## config.mk

```make
export PLATFORM = sky130hd
export DESIGN_NAME = and4_sweep_ctrl
export DESIGN_NICKNAME = d
export VERILOG_FILES = /design/src/rtl/and4_sweep_ctrl.sv
export SDC_FILE = /design/constraint.sdc
export NUM_CORES = 1
export LEC_CHECK = 0
export CELL_PAD_IN_SITES_DETAIL_PLACEMENT = 1
export CELL_PAD_IN_SITES_GLOBAL_PLACEMENT = 2
export CORE_MARGIN = 2
export CORE_UTILIZATION = 30
export DETAILED_ROUTE_END_ITERATION = 10
export PLACE_DENSITY_LB_ADDON = 0.1
export SYNTH_ARGS = -nofsm -noshare
export SYNTH_HDL_FRONTEND = slang
export SYNTH_SLANG_ARGS = --single-unit
```

## constraint.sdc

```tcl
create_clock -name clk -period 1.9 [get_ports clk]
set_input_delay 0.38 -clock clk [delete_from_list [all_inputs] [get_ports clk]]
set_output_delay 0.38 -clock clk [all_outputs]
set_load 0.05 [all_outputs]
```

## src/rtl/and4_sweep_ctrl.sv

```systemverilog
// Sweep sequencer that exercises a 4-input AND gate over all 16 vectors and reports the results.
// Optional macro SWEEP_STOP_ON_FAIL_EN ends the sweep at the first mismatch.
module and4_sweep_ctrl #(
    parameter int SETTLE_CYCLES = 4,
    parameter int CNT_W         = 8
) (
    input  logic       clk,
    input  logic       rst_n,
    input  logic       start,
    input  logic       abort,
    output logic       dut_a,
    output logic       dut_b,
    output logic       dut_c,
    output logic       dut_d,
    input  logic       dut_e,
    output logic       busy,
    output logic       done,
    output logic       pass,
    output logic [4:0] err_count,
    output logic       fail_valid,
    output logic [3:0] first_fail_vec
);

    typedef enum logic [1:0] {
        IDLE,
        SETTLE,
        SAMPLE,
        DONE
    } state_t;

    localparam logic [CNT_W-1:0] CNT_LAST = CNT_W'(SETTLE_CYCLES - 1);

    state_t           state;
    state_t           state_nxt;
    logic [3:0]       vec;
    logic [CNT_W-1:0] cnt;
    logic             mismatch;
    logic             stop_now;

    assign mismatch = (dut_e != (&vec));

`ifdef SWEEP_STOP_ON_FAIL_EN
    assign stop_now = mismatch;
`else
    assign stop_now = 1'b0;
`endif

    // Gate inputs come straight from the vector register so they never glitch on input changes
    assign dut_a = vec[3];
    assign dut_b = vec[2];
    assign dut_c = vec[1];
    assign dut_d = vec[0];

    assign busy = (state == SETTLE) || (state == SAMPLE);
    assign done = (state == DONE);

    always_ff @(posedge clk or negedge rst_n) begin
        if (!rst_n) begin
            state <= IDLE;
        end else begin
            state <= state_nxt;
        end
    end

    always_comb begin
        state_nxt = state;
        case (state)
            IDLE: begin
                if (start && !abort) begin
                    state_nxt = SETTLE;
                end
            end
            SETTLE: begin
                if (abort) begin
                    state_nxt = IDLE;
                end else if (cnt == CNT_LAST) begin
                    state_nxt = SAMPLE;
                end
            end
            SAMPLE: begin
                if (abort) begin
                    state_nxt = IDLE;
                end else if (stop_now || (vec == 4'hF)) begin
                    state_nxt = DONE;
                end else begin
                    state_nxt = SETTLE;
                end
            end
            DONE: begin
                state_nxt = IDLE;
            end
            default: begin
                state_nxt = IDLE;
            end
        endcase
    end

    // Abort wins over sampling, so a vector sampled on the abort edge is not scored
    always_ff @(posedge clk or negedge rst_n) begin
        if (!rst_n) begin
            vec            <= '0;
            cnt            <= '0;
            err_count      <= '0;
            fail_valid     <= 1'b0;
            first_fail_vec <= '0;
            pass           <= 1'b0;
        end else begin
            case (state)
                IDLE: begin
                    if (start && !abort) begin
                        vec            <= '0;
                        cnt            <= '0;
                        err_count      <= '0;
                        fail_valid     <= 1'b0;
                        first_fail_vec <= '0;
                        pass           <= 1'b0;
                    end
                end
                SETTLE: begin
                    if (abort) begin
                        vec  <= '0;
                        cnt  <= '0;
                        pass <= 1'b0;
                    end else if (cnt == CNT_LAST) begin
                        cnt <= '0;
                    end else begin
                        cnt <= cnt + 1'b1;
                    end
                end
                SAMPLE: begin
                    if (abort) begin
                        vec  <= '0;
                        cnt  <= '0;
                        pass <= 1'b0;
                    end else begin
                        if (mismatch) begin
                            err_count <= err_count + 5'd1;
                            if (!fail_valid) begin
                                first_fail_vec <= vec;
                                fail_valid     <= 1'b1;
                            end
                        end
                        if (!stop_now && (vec != 4'hF)) begin
                            vec <= vec + 4'd1;
                        end
                    end
                end
                DONE: begin
                    pass <= (err_count == 5'd0);
                end
                default: begin
                    vec <= '0;
                end
            endcase
        end
    end

endmodule

```

==> results.toml <==
[timing]
final_report_max_slew_violation_count = 0
timing.final.crit_period_ns = 1.90
max_frequency_mhz = 528
hold_ws_ns = 0.474
setup-violations-final = 0
tightestPinTransition_ns = 0.500
final.period_utilization_pct = 99.7
final-hold-violation-count = 0
rsz0062_at_grt = "yes"
setup_slack_ns = 0.00487
worst_clock_skew_ns = 0.00595
max-slew-margin-rel_pct = 66.5

[global_route]
aggregate_global_routing_overflow = 0
number_of_antenna_violations_at_the_first_check_in_global_routing = 0
grt.total_usage_pct = 15.9
wire_length_of_the_first_global_routing_pass_um = 6610
grt_pass1_vias = 1374
pin_count_of_the_biggest_net_entering_global_routing = 26

[layout]
antenna_cells = 0
layout_common_cells = "buf_4, dfrtp_1, inv_1, nand2_1, clkdlybuf4s50_1"
design.final.nets = 208
mostFrequentLayoutCell = "buf_4"
post-route-util_pct = 41.9
finalNonFillerCells = 248
nFillCells = 546
area_growth_syn_to_layout_pct = 35.8
multi_input_gate_area_in_the_final_layout_um2 = 783
total_non_filler_cell_area_in_the_finished_layout_um2 = 1960
layout-drive-gt1-share_pct = 27.8
ff_latch_area_um2 = 628

[floorplan]
io_pins = 22
die_w_um = 73.4
floorplan.die_area_um2 = 5390
rows = 25
initial_core_utilization_pct = 30.8
die_height_um = 73.4
coreArea_um2 = 4690

[setup_path]
worst_ep_arrival_time_ns = 2.10
worst_r2r_path_depth = 5
rr_startpoint = "state[0]$_DFFE_PN0P_"
rr_endpoint = "cnt[7]$_DFFE_PN0P_"
startpoint_type = "input port"
end_kind = "flip-flop"
timing_worst_setup_path_type = "in2reg"
critical_path_required_ns = 2.10
regToRegSetupSlack_ns = 0.02
crit_path_max_fanout = 5

[cts]
ctsLongestPathBuffers = 2
cts.root.buffer_cell = "clkbuf_8"
cts.htree.levels = 1
cts_tree = "done"
numClockSinks = 25
reg_clk_slew_reported_paths_ns = 0.09
source_to_sink_clock_delay_at_the_later_pin_of_the_worst_skew_pair_ns = 0.27
cts_made_buffers = 3

[power_and_ir_drop]
power.combinational.fraction_pct = 54.9
vdd_ir_drop_max_uv = 906
power_per_cell_area_nw_per_um2 = 1120
p_seq_share_pct = 30.4
cell_internal_pwr_mw = 1.28
netSwitchingPower_mw = 0.914
sw_frac_of_total_pct = 41.6
leakagePower_nw = 0.898
power.share.clock_pct = 14.7

[synth]
syn_area_um2 = 1450
synth_cell_types = 40
synth_cells = 148
main_flop_type_after_synthesis = "dfrtp_1"
ys_seq_area_share_pct = 43.3
post-synth-top-area-cell = "dfrtp_1"
ys_ff_latch = 25
ys_top_cells_by_area = "dfrtp_1, ha_1, a21oi_1"
synth_edf_count = 0
synth-warning-count = 0
synth_top_area_share_pct = 43.3
synth_fp_nets = 161
async_flop_share_pct = 100
post_synth.cell_area_avg_um2 = 9.77

[routing]
detail-route-antenna-nets = 0
final_routed_wire_length_divided_by_cell_count_um = 16.1
drt_first_iter_violations = 27
finalWirelength_um = 3990
num_vias = 1307
drt_first_pass_iters = 4
viasPerCell = 5.27
remaining_design_rule_violation_count = 0

[status]
run_status = "finished clean"

[placed_design]
dpl_cell_area_um2 = 1890
gp_congestion = 0.814
numPlacedInstances = 243
buffer_ports.inserted = 21
place_ws_ns = -0.296
hpwlAfterDp_um = 3030

[hold_path]
hold_class = "in2async"

[job]
maxCapViolCount = 0
-- area by class of cell --
type,instances,area share (%)
tap,54,3.44
sequential,25,32.0
clock buffer,4,2.29
multi-input combinational,107,39.9
timing repair buffer,46,20.1
inverter,12,2.29
-- per-stage QoR --
stage | setup TNS, ns | power, mW
floorplan | -0.00980 | 1.34
global placement | -2.79 | 1.82
detailed placement | -3.38 | 1.84
CTS | 0 | 2.19
global route | -0.0752 | 2.36
finish | 0 | 2.20
-- logic make-up (layout without fill, tap and decap cells) --
group / Yosys count / in the layout / synth area share (%)
and+or+nand+nor: 48 / 48 / 18.7
muxes: 6 / 6 / 4.33
buffers and inverters: 16 / 62 / 4.67
AOI/OAI and AO/OA: 41 / 41 / 19.7
DFF: 25 / 25 / 43.3
adders and majority gates: 8 / 8 / 6.92
xor gates and xnor gates: 4 / 4 / 2.42
-- state kept, by name, summed over array words and instances (netlist names) --
| register | flops |
|---|---|
| cnt | 8 |
| err_count | 5 |
| first_fail_vec | 4 |
| vec | 4 |
| state | 2 |
| fail_valid | 1 |
| pass | 1 |
-- layer usage --
layer  global-route usage, %  vias up  part of all wire, %
li1                        -      639                    -
met1                    23.2      637                   50
met2                    24.6       22                   45
met3                    2.19        9                  2.5
met4                    4.44        0                  1.6
met5                       0        -                    0
-- worst max path at each step --
stage / slack [ns] / startpoint / end
CTS: 0.04 / start / cnt[7]$_DFFE_PN0P_
finish: 0.005 / start / cnt[7]$_DFFE_PN0P_
global placement: -0.22 / abort / cnt[5]$_DFFE_PN0P_
global route: -0.05 / state[0]$_DFFE_PN0P_ / cnt[7]$_DFFE_PN0P_
detailed placement: -0.30 / abort / cnt[7]$_DFFE_PN0P_
floorplan: -0.01 / vec[1]$_DFFE_PN0P_ / vec[2]$_DFFE_PN0P_
-- power by group through the flow --
| stage | registers [mW] | clock network [mW] | logic [mW] |
|---|---|---|---|
| global placement | 0.675 | 0 | 1.14 |
| floorplan | 0.800 | 0 | 0.540 |
| detailed placement | 0.681 | 0 | 1.16 |
| finish | 0.668 | 0.324 | 1.21 |
| global route | 0.681 | 0.364 | 1.31 |
| CTS | 0.671 | 0.340 | 1.18 |
-- timing repair --
action | CTS | global route
pin swaps | 0 | 1
endpoints found under the hold margin | 0 | 0
endpoints found under the setup margin | 10 | 8
hold buffers | 0 | 0
resized for setup | 3 | 8
setup buffers | 0 | 1
-- cells in the mapped netlist, types with 3 or more instances --
cell type,instances
dfrtp_1,25
inv_1,12
nand2_1,11
a21oi_1,9
ha_1,8
o21ai_0,8
nand3_1,7
nor2_1,6
o31ai_1,5
a22o_1,4
mux2i_1,4
or4_1,4
a21o_1,3
clkbuf_1,3
nand2b_1,3
nor2b_1,3
xnor2_1,3
-- critical path, cell delays in order --
cell,delay (ns)
clkdlybuf4s50_1,0.58
nand2b_4,0.08
a211o_1,0.37
or4_4,0.55
a21oi_2,0.14
Note: power is estimated with default switching activity, not from simulation.
